===== src/rtl/oric_pkg.sv =====
// Shared definitions for the Oric RAM arbiter: FSM state encoding and
// the default RAM address width.
package oric_pkg;

    localparam int ORIC_ADDR_W = 16;

    typedef enum logic [0:0] {
        ST_CLEAR = 1'b0,
        ST_RUN   = 1'b1
    } oric_state_e;

    // Word count for a given address width, used by sweep bookkeeping.
    function automatic int unsigned oric_ram_words(input int unsigned addr_w);
        return 32'd1 << addr_w;
    endfunction

endpackage


===== src/rtl/oric_clear_seq.sv =====
// Clear-sweep address sequencer. Walks 0 .. 2^ADDR_W-1 once per sweep.
// The extra counter MSB marks a finished sweep so the count never wraps
// into a second pass.
module oric_clear_seq #(
    parameter int ADDR_W = 16
) (
    input  logic              clk_sys,
    input  logic              RESET,
    input  logic              in_clear,
    input  logic              clear_req,
    output logic [ADDR_W-1:0] clr_addr,
    output logic              sweep_last
);

    logic [ADDR_W:0] clr_cnt_r;
    logic [ADDR_W:0] clr_cnt_next_s;

    assign clr_cnt_next_s = clr_cnt_r + {{ADDR_W{1'b0}}, 1'b1};

    // A restart request during a sweep writes address 0 this very cycle.
    assign clr_addr   = clear_req ? {ADDR_W{1'b0}} : clr_cnt_r[ADDR_W-1:0];

    // Last write of the sweep: the increment reaches 2^ADDR_W, unless a
    // restart is pending, which must never end the sweep early.
    assign sweep_last = in_clear & ~clear_req & clr_cnt_next_s[ADDR_W];

    // Sweep counter: restart, advance while clearing, park at completion.
    always_ff @(posedge clk_sys) begin
        if (RESET) begin
            clr_cnt_r <= {(ADDR_W+1){1'b0}};
        end else if (in_clear) begin
            if (clear_req) begin
                clr_cnt_r <= {{ADDR_W{1'b0}}, 1'b1};
            end else if (!clr_cnt_r[ADDR_W]) begin
                clr_cnt_r <= clr_cnt_next_s;
            end else begin
                clr_cnt_r <= clr_cnt_r;
            end
        end else if (clear_req) begin
            clr_cnt_r <= {(ADDR_W+1){1'b0}};
        end else begin
            clr_cnt_r <= clr_cnt_r;
        end
    end

endmodule


===== src/rtl/oric_ram_arbiter.sv =====
// Oric RAM port arbiter. After reset (or on request) the whole RAM is
// swept with CLEAR_DATA while the CPU is held; afterwards the CPU owns
// the RAM slot whenever cpu_act is high and the loader fills the gaps.
// All RAM-side outputs are registered: one cycle after selection.
module oric_ram_arbiter
    import oric_pkg::*;
#(
    parameter int         ADDR_W     = ORIC_ADDR_W,
    parameter logic [7:0] CLEAR_DATA = 8'h00
) (
    input  logic              clk_sys,
    input  logic              RESET,
    input  logic              clear_req,
    input  logic [ADDR_W-1:0] cpu_ad,
    input  logic [7:0]        cpu_d,
    input  logic              cpu_we,
    input  logic              cpu_act,
    input  logic              ld_valid,
    input  logic [ADDR_W-1:0] ld_addr,
    input  logic [7:0]        ld_data,
    output logic              ld_ready,
    output logic [ADDR_W-1:0] ram_ad,
    output logic [7:0]        ram_d,
    output logic              ram_we,
    output logic              cpu_hold,
    output logic              clear_done
);

    oric_state_e       state_r;
    logic [ADDR_W-1:0] clr_addr_s;
    logic              sweep_last_s;
    logic              in_clear_s;

    assign in_clear_s = (state_r == ST_CLEAR);
    assign cpu_hold   = in_clear_s;
    // The loader only gets slots the CPU leaves free, and none while clearing.
    assign ld_ready   = (state_r == ST_RUN) & ~cpu_act;

    oric_clear_seq #(
        .ADDR_W (ADDR_W)
    ) u_clear_seq (
        .clk_sys    (clk_sys),
        .RESET      (RESET),
        .in_clear   (in_clear_s),
        .clear_req  (clear_req),
        .clr_addr   (clr_addr_s),
        .sweep_last (sweep_last_s)
    );

    // Arbitration FSM with registered RAM port and done pulse.
    always_ff @(posedge clk_sys) begin
        if (RESET) begin
            state_r    <= ST_CLEAR;
            ram_ad     <= {ADDR_W{1'b0}};
            ram_d      <= 8'h00;
            ram_we     <= 1'b0;
            clear_done <= 1'b0;
        end else begin
            case (state_r)
                ST_CLEAR: begin
                    ram_ad <= clr_addr_s;
                    ram_d  <= CLEAR_DATA;
                    ram_we <= 1'b1;
                    if (sweep_last_s) begin
                        state_r    <= ST_RUN;
                        clear_done <= 1'b1;
                    end else begin
                        state_r    <= ST_CLEAR;
                        clear_done <= 1'b0;
                    end
                end
                ST_RUN: begin
                    clear_done <= 1'b0;
                    if (cpu_act) begin
                        ram_ad <= cpu_ad;
                        ram_d  <= cpu_d;
                        ram_we <= cpu_we;
                    end else if (ld_valid && ld_ready) begin
                        ram_ad <= ld_addr;
                        ram_d  <= ld_data;
                        ram_we <= 1'b1;
                    end else begin
                        ram_ad <= ram_ad;
                        ram_d  <= ram_d;
                        ram_we <= 1'b0;
                    end
                    if (clear_req) begin
                        state_r <= ST_CLEAR;
                    end else begin
                        state_r <= ST_RUN;
                    end
                end
                default: begin
                    state_r    <= ST_CLEAR;
                    ram_ad     <= {ADDR_W{1'b0}};
                    ram_d      <= 8'h00;
                    ram_we     <= 1'b0;
                    clear_done <= 1'b0;
                end
            endcase
        end
    end

endmodule


===== config.mk =====
export PLATFORM = sky130hd
export DESIGN_NAME = oric_ram_arbiter
export DESIGN_NICKNAME = d
export VERILOG_FILES = /design/src/rtl/oric_pkg.sv /design/src/rtl/oric_clear_seq.sv /design/src/rtl/oric_ram_arbiter.sv
export SDC_FILE = /design/constraint.sdc
export NUM_CORES = 1
export LEC_CHECK = 0
export BUFFER_PORTS_ARGS = -buffer_cell sky130_fd_sc_hd__buf_2
export CAP_MARGIN = 30
export CORE_ASPECT_RATIO = 0.9
export CORE_MARGIN = 4
export CORE_UTILIZATION = 51
export CTS_BUF_LIST = sky130_fd_sc_hd__clkbuf_4 sky130_fd_sc_hd__clkbuf_8
export DETAILED_ROUTE_END_ITERATION = 12
export PLACE_DENSITY_LB_ADDON = 0.3
export SYNTH_ARGS = -nofsm -noshare
export SYNTH_HDL_FRONTEND = slang
export SYNTH_SLANG_ARGS = --single-unit

===== constraint.sdc =====
create_clock -name clk_sys -period 1.9 [get_ports clk_sys]
set_input_delay 0.38 -clock clk_sys [delete_from_list [all_inputs] [get_ports clk_sys]]
set_output_delay 0.38 -clock clk_sys [all_outputs]
set_load 0.02 [all_outputs]

== Word level (Yosys, flattened, before mapping) ==
Cells that the tools add are included.
Widths: inputs -> output; s select.

* Register bits: 44
* Latch bits: 0
* RAM bits: 0
* ROM bits: 0
* Output and inout port bits: 28
* Word-level logic and storage cells: 37
* Memories: 0

* $add $sub $neg: 1
* $mul: 0
* Div/mod/pow operators: 0
* $lt $le $gt $ge: 0
* Eq/ne operators: 3
* Shifts and indexed selects: 0
* Mux-type cells: 18
* Bitwise logic cells: 6
* Reductions and logical operators: 2

{| class="wikitable"
|+ Operators by type and width
! operator !! count
|-
| $mux 17 || 4
|-
| $mux 16 || 3
|-
| $pmux 16 s2 || 1
|-
| $add 17x1->17 const B || 1
|-
| $mux 8 || 2
|-
| $pmux 8 s2 || 1
|-
| $pmux 1 s2 || 3
|-
| $mux 1 || 4
|-
| $ne 2x2->1 const B || 2
|-
| $and 1x1->1 || 3
|-
| $ne 3x2->1 const B || 1
|-
| $not 1->1 || 3
|-
| $reduce_and 2->1 || 1
|-
| $logic_and 1x1->1 || 1
|}

== Longest topological paths before layout ==
* Depth after elaboration: 6
* Depth in mapped cells: 7
* Mapped depth without buffers: 7

== Cells and area by module ==
A second synthesis with hierarchy kept.

* Cell total of the unflattened synthesis: 270
* Area, all modules: 2,311.0 um^2

{| class="wikitable"
|+ Modules (own cells, without submodules)
! module !! instances !! cells each !! area each (um^2)
|-
| oric_ram_arbiter || 1 || 161 || 1,390.1
|-
| oric_clear_seq || 1 || 109 || 920.9
|}

== Worst setup path after synthesis ==
No wires, ideal clock.

* Path type: register -> register
* From: register u_clear_seq.clr_cnt_r[9]
* To: register clear_done
* Arrival: 1.552 ns
* Path slack: 0.232 ns
* Cell stages (with the launch flop): 6
* Buffers on the path: 0
* Clock period less this slack: 1.668 ns
* Cell sequence: dfxtp_1 > and4_1 > nand4_1 > or3_1 > ha_1 > and3_1

* Cells in the longest elaborated chain, start to end: 4

{| class="wikitable"
|+ RTL lines
! element !! RTL line !! text
|-
| start, declared || oric_clear_seq.sv:15 || <nowiki>logic [ADDR_W:0] clr_cnt_r;</nowiki>
|-
| start signal, assigned || oric_clear_seq.sv:30 || <nowiki>clr_cnt_r <= {(ADDR_W+1){1'b0}};</nowiki>
|-
| start signal, assigned || oric_clear_seq.sv:33 || <nowiki>clr_cnt_r <= {{ADDR_W{1'b0}}, 1'b1};</nowiki>
|-
| start signal, assigned || oric_clear_seq.sv:35 || <nowiki>clr_cnt_r <= clr_cnt_next_s;</nowiki>
|-
| $add 17x1->17 || oric_clear_seq.sv:18 || <nowiki>assign clr_cnt_next_s = clr_cnt_r + {{ADDR_W{1'b0}}, 1'b1};</nowiki>
|-
| $and 1x1->1 || oric_clear_seq.sv:25 || <nowiki>assign sweep_last = in_clear & ~clear_req & clr_cnt_next_s[ADDR_W];</nowiki>
|-
| $mux 1 || oric_ram_arbiter.sv:64 || <nowiki>if (sweep_last_s) begin</nowiki>
|-
| $pmux 1 s2 || oric_ram_arbiter.sv:59 || <nowiki>case (state_r)</nowiki>
|-
| end signal, assigned || oric_ram_arbiter.sv:57 || <nowiki>clear_done <= 1'b0;</nowiki>
|-
| end signal, assigned || oric_ram_arbiter.sv:66 || <nowiki>clear_done <= 1'b1;</nowiki>
|-
| end signal, assigned || oric_ram_arbiter.sv:69 || <nowiki>clear_done <= 1'b0;</nowiki>
|-
| end, declared || oric_ram_arbiter.sv:26 || <nowiki>output logic clear_done</nowiki>
|}

No other way between the ends.
A chain may end at the register's enable or synchronous reset.

== Worst setup path in the final report ==
* From: register u_clear_seq.clr_cnt_r[10]
* To: register clear_done

The elaborated chain is that of the path after synthesis.

==> results.sh <==
export IMPL_status="finished clean"
export IMPL_syn_area_mm2=0.002246
export IMPL_die_width_um=77.95
export IMPL_drv_cap=0
export IMPL_synthXorXnorAreaFrac=0.03510
export IMPL_grt_use_total=0.2010
export IMPL_cts_tree="built"
export IMPL_cp_top_family="simple AND/OR/NAND/NOR gates"
export IMPL_hold_viol_final=0
export IMPL_drt_wl_total_um=5365
export IMPL_cp_arrival_ns=1.98
export IMPL_rsz0062_at_grt="false"
export IMPL_synthMuxAreaShare=0.1242
export IMPL_grt_pass1_vias=1870
export IMPL_worst_pin_slew_ns=0.3508
export IMPL_max_freq_mhz=559.7
export IMPL_first_pass_iters=4
export IMPL_synth_top_family_by_area="simple AND/OR/NAND/NOR gates"
export IMPL_synth_most_common_cell="nor2_1"
export IMPL_initial_core_util=0.5403
export IMPL_coreArea_mm2=0.004156
export IMPL_synth_nets=318
export IMPL_die_y_um=70.96
export IMPL_vias=2056
export IMPL_cts_sinks=44
export IMPL_postSynthCellCount=262
export IMPL_diodes=0
export IMPL_ys_seq_area_frac=0.3922
export IMPL_holdWs_ns=0.3117
export IMPL_root_buffer="clkbuf_8"
export IMPL_ios=82
export IMPL_clkLatencyLatePin_ns=0.30
export IMPL_yosysTopAreaCell="dfxtp_1"
export IMPL_yosys_area_share_simple=0.2451
export IMPL_cts_buffers=5
export IMPL_synth_edf_count=0
export IMPL_crit_chain="and4_4, nand4_1, or3_1, ha_1, and3_1"
export IMPL_clock_path_buffers=2
export IMPL_place_gp_congestion=0.8511
export IMPL_period_needed_ns=1.787
export IMPL_yosysTopAreaCellShare=0.3922
export IMPL_routed_via_density=5.140
export IMPL_syn_to_final_growth_pct=25.52
export IMPL_die_area_mm2=0.005531
export IMPL_ant_nets=0
export IMPL_grt_pass1_wl_um=9045
export IMPL_wl_per_cell_um=13.41
export IMPL_route_detailed_drc=0
export IMPL_fin_nets=395
export IMPL_fin_skew_ns=0.005106
export IMPL_cts_hold_buf=0
export IMPL_htreeDepth=2
export IMPL_fin_util=0.6782
export IMPL_async_flop_share=0
export IMPL_num_rows=22
export IMPL_syn_area_per_cell_um2=8.572
export IMPL_netlist_cell_type_count=34
export IMPL_yosysWarnings=0
export IMPL_critPathMaxFanout=5
export IMPL_dp_worst_setup_slack_ns=0.09343
export IMPL_critPathMaxStageDelay_ns=0.40
export IMPL_dpl_hpwl_um=4028
export IMPL_powerDensity_mw_per_mm2=645.7
export IMPL_leakagePower_uw=0.001235
export IMPL_cts_clk_slew_worst_paths_ns=0.08
export IMPL_drive_gt1_frac=0.3588
export IMPL_synth_compound_area_share=0.1409
export IMPL_path_buf_inv=0
export IMPL_cp_end_kind="flop"
export IMPL_min_path_type="in2reg"
export IMPL_dpl_cell_count=392
export IMPL_finalCritPeriodShare=0.9403
export IMPL_synth_flop_cell="dfxtp_1"
export IMPL_fin_tns_setup_ns=0
export IMPL_io_buffers=81
export IMPL_grt_max_degree=31
export IMPL_start_kind="flop"
export IMPL_gr_total_overflow=0
export IMPL_synth_adder_area_share=0.01114
export IMPL_antenna_found_initial=0
export IMPL_critPathKind="reg2reg"
export IMPL_crit_required_ns=2.09
export IMPL_ys_ff_latch=44
export IMPL_cp_slowest_cell="dfxtp_1"
export IMPL_fin_cells=400
export IMPL_drv_slew=0
export IMPL_setup_viol=0
export IMPL_yosys_top_cells_count="nor2_1 (50), dfxtp_1 (44), a21oi_1 (32)"
export IMPL_yosys_top_cells_area="dfxtp_1 (39%), nor2_1 (8.4%), mux2_2 (7.5%)"
export IMPL_peakVddDrop_mv=0.4984
export IMPL_worst_slack_ns=0.1135
export IMPL_slew_headroom=0.7630
export IMPL_drt_iter0_markers=125
## worst reg2reg max path: cells and delay by family (launching register included)
kind,cells,cell delay (ns)
simple gates,4,0.99
fa+ha+maj,1,0.29
flops,1,0.40
## layout make-up
class / instances / area, um^2
clock buffer: 6 / 76.32
clock inverter: 2 / 35.03
fill: 355 / 1338
inverter: 5 / 18.77
multi-input combinational: 192 / 1252
sequential: 44 / 880.8
tap: 60 / 75.07
timing repair buffer: 91 / 480.5
## power by group
| part | switching (uW) | internal (uW) | leakage [uW] | total [uW] |
|---|---|---|---|---|
| Combinational | 80.2 | 91.6 | 0.000821 | 172 |
| Clock | 313 | 404 | 0.0000586 | 718 |
| Sequential | 4.25 | 927 | 0.000355 | 931 |
| Total | 398 | 1420 | 0.00124 | 1820 |
## kinds of logic (layout without fill, tap and decap cells)
group	Yosys count	after routing
adders and majority gates	2	2
AOI/OAI and AO/OA	54	54
muxes	26	26
and+or+nand+nor	101	101
buffers and inverters	26	104
DFF	44	44
xor gates and xnor gates	9	9
## repair_timing
item / CTS / global route
buffers inserted: 0 / 0
gates resized for setup: 0 / 2
setup endpoints to repair: 0 / 3
## worst paths after layout
| check | cells after the start | start | endpoint | slack, ns |
|---|---|---|---|---|
| worst min-delay path | 3 | cpu_d[4] | ram_d[4] | 0.31 |
| worst max register to register | 5 | u_clear_seq.clr_cnt_r[10] | clear_done | 0.11 |
| worst min register to register | 2 | ram_ad[0] | ram_ad[0] | 0.46 |
| worst max-delay path | 5 | u_clear_seq.clr_cnt_r[10] | clear_done | 0.11 |
## routing by layer
| metal | vias up | share of wire | GRT usage |
|---|---|---|---|
| met1 | 908 | 0.49 | 0.2853 |
| met4 | 0 | 0.013 | 0.07184 |
| met2 | 65 | 0.44 | 0.3004 |
| met5 | - | 0 | 0 |
| met3 | 6 | 0.063 | 0.04453 |
| li1 | 1077 | - | - |
## metrics by stage
| step | total power [uW] | instance area, um^2 |
|---|---|---|
| floorplan | 1051 | 2246 |
| global placement | 1121 | 2705 |
| detailed placement | 1124 | 2705 |
| CTS | 1835 | 2816 |
| global route | 1895 | 2819 |
| finish | 1820 | 2819 |
## placed cells by master, fill, tap and decap left out, types with 2 or more instances in the layout
master	Yosys	final
and3_1	2	2
nor3_1	2	2
inv_1	5	5
buf_2	8	81
a211oi_1	15	15
xnor2_1	4	4
mux2_2	15	15
clkbuf_8	0	5
nand3_1	2	2
a21oi_1	32	32
xor2_1	5	5
or3_1	5	5
ha_1	2	2
mux2i_1	11	11
nor2_1	50	50
nand3_2	2	2
nor3b_1	14	14
nand4_1	5	5
o21ai_0	5	5
or3b_1	2	2
nand2_1	7	7
nor4_1	3	3
buf_4	0	10
dfxtp_1	44	44
## registers in the layout, summed over array words and instances (netlist names)
register	count
clear_done	1
ram_d	8
ram_ad	16
u_clear_seq.clr_cnt_r	17
ram_we	1
state_r	1
Power figures use the tool's default switching activity.
